<file path="src/rtl/vga_sync_receptor.sv">
// vga_sync_receptor: receive side of the VGA timing interface. Samples the
// active-low hsync/vsync on each pixel enable, rebuilds the pixel column and
// line, flags the visible window and tracks lock to the nominal raster.
// Optional build macro VGA_RX_MEAS_OUT_EN: when defined, the last measured
// hsync period (pixels) and vsync period (lines) are registered on line_len
// and frame_len; when undefined both ports read as constant 0.
module vga_sync_receptor #(
   parameter int H_ACTIVE = 640,
   parameter int H_FP     = 16,
   parameter int H_SYNC   = 96,
   parameter int H_BP     = 48,
   parameter int V_ACTIVE = 480,
   parameter int V_FP     = 10,
   parameter int V_SYNC   = 2,
   parameter int V_BP     = 33,
   parameter int TIMEOUT  = 1600
) (
   input  logic        clk,
   input  logic        rst,
   input  logic        pix_en,
   input  logic        hsync_in,
   input  logic        vsync_in,
   output logic [9:0]  px,
   output logic [9:0]  py,
   output logic        vidon,
   output logic        locked,
   output logic        err,
   output logic [10:0] line_len,
   output logic [9:0]  frame_len
);

   localparam int H_TOTAL = H_ACTIVE + H_FP + H_SYNC + H_BP;
   localparam int V_TOTAL = V_ACTIVE + V_FP + V_SYNC + V_BP;

   localparam logic [9:0]  PX_ACT   = 10'(H_ACTIVE);
   localparam logic [9:0]  PY_ACT   = 10'(V_ACTIVE);
   localparam logic [9:0]  PX_LOAD  = 10'(H_ACTIVE + H_FP);
   localparam logic [9:0]  PY_LOAD  = 10'(V_ACTIVE + V_FP);
   localparam logic [9:0]  PX_LAST  = 10'(H_TOTAL - 1);
   localparam logic [9:0]  PY_LAST  = 10'(V_TOTAL - 1);
   localparam logic [10:0] LINE_OK  = 11'(H_TOTAL);
   localparam logic [9:0]  FRAME_OK = 10'(V_TOTAL);
   localparam logic [10:0] TMO_CNT  = 11'(TIMEOUT);

   typedef enum logic [1:0] { SEARCH, HTRACK, VCHECK, LOCKED } state_t;

   state_t      state, state_n;
   logic        hs_p, vs_p;
   logic        hfall, vfall;
   logic [10:0] pcnt, pcnt_n, pcnt_inc;
   logic [9:0]  lcnt, lcnt_n, lcnt_inc;
   logic        fgood, fgood_n;
   logic        line_good, frame_good, tmo;
   logic [9:0]  px_adv, py_adv, px_n, py_n;
   logic        locked_n, vidon_n, err_n;

   function automatic logic [10:0] sat_inc11(input logic [10:0] v);
      return (v == '1) ? v : v + 11'd1;
   endfunction

   function automatic logic [9:0] sat_inc10(input logic [9:0] v);
      return (v == '1) ? v : v + 10'd1;
   endfunction

   // Sync fall detection, saturating period/line counts and the checks they feed
   always_comb begin
      hfall      = hs_p & ~hsync_in;
      vfall      = vs_p & ~vsync_in;
      pcnt_inc   = sat_inc11(pcnt);
      lcnt_inc   = hfall ? sat_inc10(lcnt) : lcnt;
      line_good  = (pcnt_inc == LINE_OK);
      frame_good = (lcnt_inc == FRAME_OK);
      tmo        = (state != SEARCH) && !hfall && (pcnt_inc >= TMO_CNT);
      if (px == PX_LAST) begin
         px_adv = '0;
         py_adv = (py == PY_LAST) ? '0 : py + 10'd1;
      end else begin
         px_adv = px + 10'd1;
         py_adv = py;
      end
   end

   // Lock FSM: the H fall is resolved first, then the V fall sees the post-H state
   always_comb begin
      state_n  = state;
      fgood_n  = fgood;
      locked_n = locked;
      err_n    = 1'b0;
      pcnt_n   = hfall ? '0 : pcnt_inc;
      lcnt_n   = vfall ? '0 : lcnt_inc;

      case (state)
         SEARCH: if (hfall) state_n = HTRACK;
         HTRACK,
         VCHECK: if (hfall && !line_good) fgood_n = 1'b0;
         LOCKED: if (hfall && !line_good) begin
            state_n  = HTRACK;
            locked_n = 1'b0;
            err_n    = 1'b1;
         end
         default: state_n = SEARCH;
      endcase

      if (vfall) begin
         case (state_n)
            HTRACK: begin
               state_n = VCHECK;
               fgood_n = 1'b1;
            end
            VCHECK: begin
               if (frame_good && fgood_n) begin
                  state_n  = LOCKED;
                  locked_n = 1'b1;
               end
               fgood_n = 1'b1;
            end
            LOCKED: if (!frame_good) begin
               state_n  = HTRACK;
               locked_n = 1'b0;
               err_n    = 1'b1;
            end
            default: ;
         endcase
      end

      if (tmo) begin
         state_n  = SEARCH;
         locked_n = 1'b0;
         err_n    = (state == LOCKED);
      end

      if (state_n == SEARCH) begin
         px_n = '0;
         py_n = '0;
      end else begin
         px_n = hfall ? PX_LOAD : px_adv;
         py_n = vfall ? PY_LOAD : (hfall ? py : py_adv);
      end

      vidon_n = locked_n && (px_n < PX_ACT) && (py_n < PY_ACT);
   end

   // State, counters and registered outputs advance only on pixel samples
   always_ff @(posedge clk or negedge rst) begin
      if (!rst) begin
         state  <= SEARCH;
         hs_p   <= 1'b1;
         vs_p   <= 1'b1;
         pcnt   <= '0;
         lcnt   <= '0;
         fgood  <= 1'b0;
         px     <= '0;
         py     <= '0;
         locked <= 1'b0;
         vidon  <= 1'b0;
         err    <= 1'b0;
      end else begin
         err <= 1'b0;
         if (pix_en) begin
            state  <= state_n;
            hs_p   <= hsync_in;
            vs_p   <= vsync_in;
            pcnt   <= pcnt_n;
            lcnt   <= lcnt_n;
            fgood  <= fgood_n;
            px     <= px_n;
            py     <= py_n;
            locked <= locked_n;
            vidon  <= vidon_n;
            err    <= err_n;
         end
      end
   end

`ifdef VGA_RX_MEAS_OUT_EN
   // Capture the period just closed by each sync fall
   always_ff @(posedge clk or negedge rst) begin
      if (!rst) begin
         line_len  <= '0;
         frame_len <= '0;
      end else if (pix_en) begin
         if (hfall) line_len  <= pcnt_inc;
         if (vfall) frame_len <= lcnt_inc;
      end
   end
`else
   assign line_len  = '0;
   assign frame_len = '0;
`endif

endmodule

</file>
<file path="config.mk">
export PLATFORM = sky130hd
export DESIGN_NAME = vga_sync_receptor
export DESIGN_NICKNAME = d
export VERILOG_FILES = /design/src/rtl/vga_sync_receptor.sv
export SDC_FILE = /design/constraint.sdc
export NUM_CORES = 1
export LEC_CHECK = 0
export ABC_AREA = 1
export BUFFER_PORTS_ARGS = -buffer_cell sky130_fd_sc_hd__buf_4
export CAP_MARGIN = 5
export CORE_MARGIN = 5
export CORE_UTILIZATION = 40
export DETAILED_ROUTE_END_ITERATION = 8
export PLACE_DENSITY = 0.68
export SLEW_MARGIN = 5
export SYNTH_ARGS = -nofsm -noshare
export SYNTH_HDL_FRONTEND = slang
export SYNTH_SLANG_ARGS = --single-unit
export TNS_END_PERCENT = 30
</file>
<file path="constraint.sdc">
create_clock -name clk -period 4 [get_ports clk]
set_input_delay 0.8 -clock clk [delete_from_list [all_inputs] [get_ports clk]]
set_output_delay 0.8 -clock clk [all_outputs]
set_load 0.05 [all_outputs]
</file>
==> impl_metrics.py, run 1 <==
metrics = {
    "clock_tree": {
        "cts_buffers": 5,
        "clock_sinks": 49,
        "clkLatencyLatePin_ns": 0.31,
        "clockBufferDepth": 2,
        "cts_root_buf": "clkbuf_8",
        "cts_resized": 0,
        "cts_tree": "built",
        "cts-hold-fix-buffers": 0,
        "clkSlewWorstSetupHoldPaths_ns": 0.09,
        "cts_max_level": 2,
        "post-cts-setup-buffers": 0,
    },
    "yosys": {
        "synth_cells": 519,
        "ys.warnings.count": 0,
        "synth.distinct_cells": 44,
        "syn_area_um2": 3729,
        "ys_ff_latch": 49,
        "avgSynthCellArea_um2": 7.184,
        "ys_seq_area_share_pct": 32.95,
    },
    "sta": {
        "relSlewSlack_pct": 57.05,
        "setup_tns_ns": 0,
        "period_minus_slack_ns": 3.378,
        "drv_slew": 0,
        "finalSetupViolCount": 0,
        "finClkSkew_ns": 0.006924,
        "worstMarginPinSlew_ns": 0.6442,
        "hold_viol": 0,
        "rsz0062_at_grt": "no",
        "fin_crit_sh_pct": 84.46,
        "fmax_mhz": 296.0,
    },
    "route": {
        "wl_per_cell_um": 13.25,
        "vias": 3404,
        "drtIter0Drc": 245,
        "viasPerCell": 5.181,
        "wirelength_mm": 8.702,
        "dr.pass1.iters": 7,
        "remaining_drc_errors": 0,
        "ant_nets": 0,
    },
    "die": {
        "die-area_um2": 11350,
        "initial_core_util_pct": 40.74,
        "pin_count": 49,
        "num_rows": 35,
        "core-area_um2": 9153,
        "die_y_um": 106.5,
        "fp.dieW_um": 106.5,
    },
    "outcome": {
        "outcome": "finished, final reports clean",
    },
    "critical_path": {
        "crit_arrival_ns": 3.63,
        "path_delay_family": "simple AND/OR/NAND/NOR gates",
        "cp-start-kind": "register",
        "critPathMaxStageDelay_ns": 0.44,
        "critical_path.n_buffers_inverters": 3,
        "rrSetupSlack_ns": 0.62,
        "crit_top_cell": "nand2_1",
        "cp_slowest_cell": "dfrtp_1",
        "crit_type": "reg -> reg",
        "cp.required_ns": 4.25,
        "path_max_fanout": 11,
        "end_kind": "register",
    },
    "power": {
        "power.density_nw_per_um2": 532.7,
        "p_leak_uw": 0.001974,
        "vdd_drop_max_uv": 288.0,
    },
    "cells_and_area": {
        "diodes": 0,
        "syn_to_final_growth_pct": 9.295,
        "nets": 560,
        "fin_cells": 657,
        "layout-drive-gt1-share_pct": 16.85,
        "layout_common_cells": "nand2_1 (126), inv_1 (69), dfrtp_1 (47)",
        "final_common_cell": "nand2_1",
    },
    "placement": {
        "port_buffers": 27,
        "hpwl_mm": 6.384,
        "place.gp.congestion": 0.8578,
        "place_inst": 649,
    },
    "global_route": {
        "antenna_found_initial": 0,
        "grt_pass1_vias": 3334,
        "grt_overflow": 0,
        "grt_max_degree": 50,
        "grt_pass1_wl_mm": 15.16,
        "grt.total_usage_pct": 15.86,
    },
    "hold_path": {
        "hp-class": "reg -> reg",
    },
    "job": {
        "maxCapViolCount": 0,
    },
}
-- cell type report --
cell class                 count  area, um2
clock buffer                   6      72.57
clock inverter                 2      35.03
fill                         911       5077
inverter                      73      279.0
multi-input combinational    384       2081
sequential                    49       1229
tap                          111      138.9
timing repair buffer          32      240.2
-- state kept, by name, indices dropped and copies added (netlist names) --
register,flops
hs_p,1
lcnt,10
err,1
vidon,1
py,10
state,2
pcnt,11
px,10
locked,1
vs_p,1
fgood,1
-- Yosys cell counts --
library cell	count	share of area [%]
o21ai_1	1	0.13
nand3_4	3	1.4
nand3_2	7	1.9
o21ai_2	2	0.47
a21oi_1	12	1.6
nand2_1	126	13
nor2_8	1	0.54
inv_2	2	0.20
dfrtp_1	47	32
nand3b_1	1	0.20
conb_1	1	0.10
nand3_1	40	5.4
a22oi_1	2	0.40
nor4_1	2	0.34
o21bai_2	1	0.30
buf_2	1	0.13
nor3_1	11	1.5
o22ai_1	15	2.5
buf_1	1	0.10
ha_1	10	3.4
dfstp_2	2	1.4
xor2_1	8	1.9
o2111ai_1	1	0.23
nor2_1	35	3.5
o21ai_0	31	4.2
nand2_4	1	0.30
a31oi_1	3	0.50
buf_4	22	4.4
nor3_2	1	0.27
nand2_2	13	2.2
o22ai_2	4	1.3
buf_6	1	0.30
or2_2	2	0.34
xnor2_1	2	0.47
o211ai_1	2	0.40
nor2_2	7	1.2
inv_1	69	6.9
clkinv_1	1	0.10
nor2_4	4	1.2
a21oi_2	1	0.23
clkbuf_1	8	0.81
clkinv_4	1	0.23
nand4_1	13	2.2
mux2i_4	1	0.60
-- layer usage --
| metal | track usage (%) | vias to the layer above | routed length (um) |
|---|---|---|---|
| li1 | - | 1706 | - |
| met1 | 20.36 | 1586 | 3862 |
| met2 | 27.74 | 94 | 4317 |
| met3 | 2.186 | 18 | 367 |
| met4 | 4.658 | 0 | 155 |
| met5 | 0 | - | 0 |
-- final timing paths --
| path | from | end | cells past startpoint |
|---|---|---|---|
| setup / recovery | pcnt[0] | py[3] | 25 |
| hold / removal | vs_p | vs_p | 2 |
| min in group asynchronous | rst | px[0] | 1 |
| hold reg to reg | vs_p | vs_p | 2 |
| max in group asynchronous | rst | state[0] | 1 |
| setup reg to reg | pcnt[0] | py[3] | 25 |
-- stage by stage --
| step | area [um2] | power [uW] | worst slack (ns) | utilization [%] | hold slack (ns) |
|---|---|---|---|---|---|
| 4_1_cts | 4075 | 2181 | 0.6172 | 44.52 | 0.5043 |
| 5_1_grt | 4075 | 2342 | 0.2388 | 44.52 | 0.5236 |
| 3_3_place_gp | 3968 | 1779 | 0.7258 | 43.35 | 0.4758 |
| 3_5_place_dp | 3968 | 1812 | 0.5593 | 43.35 | 0.4897 |
| 2_1_floorplan | 3804 | 1594 | 1.247 | - | 0.4603 |
| 6_report | 4075 | 2171 | 0.6218 | 44.52 | 0.5005 |
-- worst min-delay path: cells and delay by family, from the launching register on --
kind / cells / cell delay, ns
compound gates: 1 / 0.07
flops: 1 / 0.37
buf+inv: 1 / 0.06
-- logic make-up after synthesis --
kind of cell | share of synthesized area, %
AOI/OAI and AO/OA | 12.32
DFF | 32.95
xor gates and xnor gates | 2.349
muxes | 0.6040
and+or+nand+nor | 35.07
adders and majority gates | 3.356
other | 0.1006
buffers and inverters | 13.25
-- report_power, final --
| group | internal [uW] | switching [uW] |
|---|---|---|
| sequential | 589 | 120 |
| combinational | 344 | 755 |
| clock | 186 | 176 |
Power figures use the tool's default switching activity.
==> run 2, diff against run 1 <==
==> constraint.sdc (replaced) <==
create_clock -name clk -period 3.3 [get_ports clk]
set_input_delay 0.66 -clock clk [delete_from_list [all_inputs] [get_ports clk]]
set_output_delay 0.66 -clock clk [all_outputs]
set_load 0.05 [all_outputs]
==> impl_metrics.py, run 2 (synthesis results as in run 1) <==
metrics = {
    "global_route": {
        "grt_pass1_vias": 3204,
        "grt_overflow": 0,
        "antenna_found_initial": 0,
        "grt.total_usage_pct": 15.37,
        "grt_pass1_wl_mm": 14.66,
        "grt_max_degree": 50,
    },
    "clock_tree": {
        "clockBufferDepth": 2,
        "clock_sinks": 49,
        "cts_buffers": 5,
        "clkLatencyLatePin_ns": 0.30,
        "clkSlewWorstSetupHoldPaths_ns": 0.09,
        "cts_max_level": 2,
        "cts_tree": "built",
        "cts_root_buf": "clkbuf_8",
    },
    "die": {
        "die_y_um": 106.5,
        "pin_count": 49,
        "core-area_um2": 9153,
        "die-area_um2": 11350,
        "fp.dieW_um": 106.5,
        "num_rows": 35,
        "initial_core_util_pct": 40.74,
    },
    "critical_path": {
        "cp-start-kind": "register",
        "path_max_fanout": 9,
        "critical_path.n_buffers_inverters": 3,
        "crit_type": "reg -> reg",
        "critPathMaxStageDelay_ns": 0.41,
        "cp_slowest_cell": "dfrtp_1",
        "end_kind": "register",
        "cp.required_ns": 3.54,
        "path_delay_family": "simple AND/OR/NAND/NOR gates",
        "crit_arrival_ns": 3.30,
    },
    "placement": {
        "dp_slack_ns": 0.1557,
        "port_buffers": 27,
        "place_inst": 652,
        "hpwl_mm": 6.456,
        "place.gp.congestion": 0.8585,
    },
    "cells_and_area": {
        "final_common_cell": "nand2_1",
        "top_register": "pcnt",
        "layout_common_cells": "nand2_1 (125), inv_1 (68), dfrtp_1 (47)",
        "final_core_util_pct": 45.40,
        "largest_register_ffs": 11,
        "syn_to_final_growth_pct": 11.44,
        "fin_cells": 663,
        "nets": 566,
        "diodes": 0,
        "layout-drive-gt1-share_pct": 18.66,
        "n_fill_cell": 886,
    },
    "sta": {
        "period_minus_slack_ns": 3.059,
        "drv_slew": 0,
        "worstMarginPinSlew_ns": 0.6476,
        "fin_crit_sh_pct": 92.70,
        "hold_viol": 0,
        "finClkSkew_ns": 0.006197,
        "relSlewSlack_pct": 56.82,
        "finalSetupViolCount": 0,
        "holdWs_ns": 0.3799,
        "fmax_mhz": 326.9,
        "setup_ws_ns": 0.2409,
    },
    "route": {
        "wl_per_cell_um": 13.30,
        "vias": 3387,
        "drtIter0Drc": 214,
        "remaining_drc_errors": 0,
        "viasPerCell": 5.109,
        "wirelength_mm": 8.819,
        "dr.pass1.iters": 5,
        "ant_nets": 0,
    },
    "job": {
        "maxCapViolCount": 0,
    },
    "power": {
        "p_leak_uw": 0.002013,
        "vdd_drop_max_uv": 362.4,
        "power.density_nw_per_um2": 663.0,
    },
    "hold_path": {
        "hp-class": "in -> async",
    },
    "outcome": {
        "outcome": "finished, final reports clean",
    },
}
## run 2: repair_timing
action                     4_1_cts  5_1_grt
resized for setup                0        8
buffers inserted                 0        3
hold buffers                     0        0
setup endpoints to repair        0       10
## run 2: report_power, final
group | total, uW | switching (uW) | internal, uW
clock network | 452 | 205 | 247
registers | 864 | 150 | 713
logic | 1440 | 953 | 485
total | 2750 | 1310 | 1450
## run 2: layout make-up
cell class / count / area, um2 / area share (%)
clock inverter: 1 / 30.03 / 0.7227
inverter: 73 / 279.0 / 6.715
sequential: 49 / 1229 / 29.57
clock buffer: 7 / 86.33 / 2.078
multi-input combinational: 384 / 2103 / 50.62
tap: 111 / 138.9 / 3.342
timing repair buffer: 38 / 289.0 / 6.956
## run 2: worst paths after layout
check	startpoint	to	slack, ns	cells after the start
max	pcnt[1]	py[0]	0.24	27
min	rst	px[0]	0.38	1
max reg2reg	pcnt[1]	py[0]	0.24	27
min reg2reg	vs_p	vs_p	0.49	2
max in group asynchronous	rst	py[6]	2.49	1
min in group clk	vs_p	vs_p	0.49	2
## run 2: per-stage QoR
stage | power (uW) | area, um2 | setup TNS (ns)
final | 2755 | 4155 | 0
after global routing | 2950 | 4155 | -0.1200
after CTS | 2682 | 4106 | 0
after detailed placement | 2225 | 3990 | 0
after global placement | 2201 | 3990 | 0
after floorplan | 1932 | 3804 | 0
## run 2: worst reg2reg max path, delay by kind of cell, from the launching register on
| kind | cells | cell delay (ns) |
|---|---|---|
| simple gates | 22 | 1.91 |
| flops | 1 | 0.41 |
| fa+ha+maj | 2 | 0.37 |
| buf+inv | 3 | 0.34 |
## run 2: metal layers
| metal | GRT usage (%) | vias up | wire, um |
|---|---|---|---|
| li1 | - | 1715 | - |
| met1 | 20.11 | 1564 | 3958 |
| met2 | 27.24 | 100 | 4349 |
| met3 | 2.004 | 8 | 448 |
| met4 | 3.014 | 0 | 63 |
| met5 | 0 | - | 0 |
==> run 3, diff against run 2 <==
--- a/config.mk
+++ b/config.mk
@@ -10,6 +10,7 @@
 export CAP_MARGIN = 5
 export CORE_MARGIN = 5
 export CORE_UTILIZATION = 40
+export CTS_BUF_LIST = sky130_fd_sc_hd__clkbuf_8
 export DETAILED_ROUTE_END_ITERATION = 8
 export PLACE_DENSITY = 0.68
 export SLEW_MARGIN = 5
==> impl_metrics.py, run 3 (synthesis results as in run 1) <==
metrics = {
    "route": {
        "remaining_drc_errors": 0,
        "viasPerCell": 5.095,
        "drtIter0Drc": 211,
        "wl_per_cell_um": 13.31,
        "vias": 3378,
        "ant_nets": 0,
        "dr.pass1.iters": 6,
        "wirelength_mm": 8.822,
    },
    "die": {
        "fp.dieW_um": 106.5,
        "num_rows": 35,
        "core-area_um2": 9153,
        "die-area_um2": 11350,
        "pin_count": 49,
        "die_y_um": 106.5,
        "initial_core_util_pct": 40.74,
    },
    "cells_and_area": {
        "top_register": "pcnt",
        "syn_to_final_growth_pct": 11.44,
        "final_common_cell": "nand2_1",
        "final_core_util_pct": 45.40,
        "seqCellArea_um2": 1229,
        "largest_register_ffs": 11,
        "stdcell_area_um2": 4155,
        "layout-drive-gt1-share_pct": 18.66,
        "multi_input_area_um2": 2103,
        "nets": 566,
        "n_fill_cell": 886,
        "diodes": 0,
        "fin_cells": 663,
        "layout_common_cells": "nand2_1 (125), inv_1 (69), dfrtp_1 (47)",
    },
    "power": {
        "vdd_drop_max_uv": 362.3,
        "p_leak_uw": 0.002017,
        "power.density_nw_per_um2": 662.1,
        "p_total_uw": 2751,
    },
    "placement": {
        "dp_slack_ns": 0.1557,
        "port_buffers": 27,
        "place.gp.congestion": 0.8585,
        "placed_cell_area_um2": 3990,
        "hpwl_mm": 6.456,
        "place_inst": 652,
    },
    "critical_path": {
        "cp-start-kind": "register",
        "crit_arrival_ns": 3.31,
        "end_kind": "register",
        "r2r-start": "pcnt[1]",
        "reg2reg_to": "py[0]",
        "cp.required_ns": 3.54,
        "reg2reg_depth": 27,
        "path_max_fanout": 9,
        "rrSetupSlack_ns": 0.24,
        "crit_type": "reg -> reg",
        "crit_path_start": "pcnt[1]",
    },
    "global_route": {
        "grt_use_met2_pct": 27.24,
        "antenna_found_initial": 0,
        "grtUsageMet1_pct": 20.11,
        "grt_pass1_vias": 3204,
        "grt_max_degree": 50,
        "grt_util_met3_pct": 2.004,
        "grt_overflow": 0,
        "grt_pass1_wl_mm": 14.66,
        "grt.total_usage_pct": 15.37,
        "top_usage_layer": "met2",
    },
    "sta": {
        "drv_slew": 0,
        "relSlewSlack_pct": 56.68,
        "fin_crit_sh_pct": 92.83,
        "hold_viol": 0,
        "finalSetupViolCount": 0,
        "fmax_mhz": 326.4,
        "period_minus_slack_ns": 3.063,
        "finClkSkew_ns": 0.006164,
        "worstMarginPinSlew_ns": 0.6499,
        "setup_ws_ns": 0.2366,
    },
    "outcome": {
        "outcome": "finished, final reports clean",
    },
    "clock_tree": {
        "cts_buffers": 5,
        "clkSlewWorstSetupHoldPaths_ns": 0.09,
        "cts_root_buf": "clkbuf_8",
        "clockBufferDepth": 2,
        "cts_tree": "built",
        "cts_max_level": 2,
        "clock_sinks": 49,
        "clkLatencyLatePin_ns": 0.30,
    },
    "job": {
        "maxCapViolCount": 0,
    },
    "hold_path": {
        "hp-class": "in -> async",
    },
}
## run 3: cell count changes in the layout (fill, tap and decap cells not counted), sizes merged
cell    change
clkbuf      -1
inv         +1
## run 3: critical path: stages, from the launching register on
cell and delay (ns):
dfrtp_1 0.41, ha_2 0.22, nand2_1 0.09, nor2_4 0.18
nand3_4 0.13, clkinv_4 0.10, nand2_2 0.05, nand2_2 0.07
nand2_2 0.05, nor2_2 0.10, nand3_2 0.09, nand2_2 0.07
nand2_1 0.05, nand2_1 0.07, nand2_2 0.08, inv_2 0.09
ha_4 0.15, nor2_1 0.04, nor3_1 0.18, nand2_1 0.09
nand2_2 0.07, nand2_1 0.07, nand2_2 0.11, buf_6 0.15
nand3_2 0.08, nand2_4 0.12, nand2_1 0.06, nand2_1 0.06
## run 3: repair_timing
action / in CTS / in global routing
buffers inserted: 0 / 3
endpoints found under the setup margin: 0 / 10
gates resized for setup: 0 / 8
hold buffers: 0 / 0
## run 3: power breakdown
group / leakage (uW) / switching [uW] / internal [uW]
clock network: 0.0000626 / 204 / 244
logic: 0.00130 / 954 / 485
registers: 0.000654 / 150 / 713
## run 3: worst max-delay path by stage
stage / endpoint / slack [ns] / cells past startpoint
after floorplan: px[0] / 0.55 / 24
after global placement: py[0] / 0.29 / 26
final: py[0] / 0.24 / 27
after global routing: py[4] / -0.03 / 27
after detailed placement: py[0] / 0.16 / 27
after CTS: py[0] / 0.13 / 27
## run 3: metal layers
metal  share of wire (%)  vias to the layer above
met5                   0                        -
met4                0.71                        0
met3                 4.9                        8
met2                  50                       93
met1                  45                     1562
li1                    -                     1715
## run 3: final cells by class
class / count / area share (%)
tap: 111 / 3.342
multi-input combinational: 384 / 50.62
clock inverter: 2 / 0.8130
clock buffer: 6 / 1.987
sequential: 49 / 29.57
inverter: 73 / 6.715
timing repair buffer: 38 / 6.956
## run 3: per-stage QoR
stage | TNS, ns | hold slack [ns]
floorplan | 0 | 0.3644
detailed placement | 0 | 0.4811
finish | 0 | 0.3815
CTS | 0 | 0.4071
global placement | 0 | 0.4821
global route | -0.1185 | 0.4392
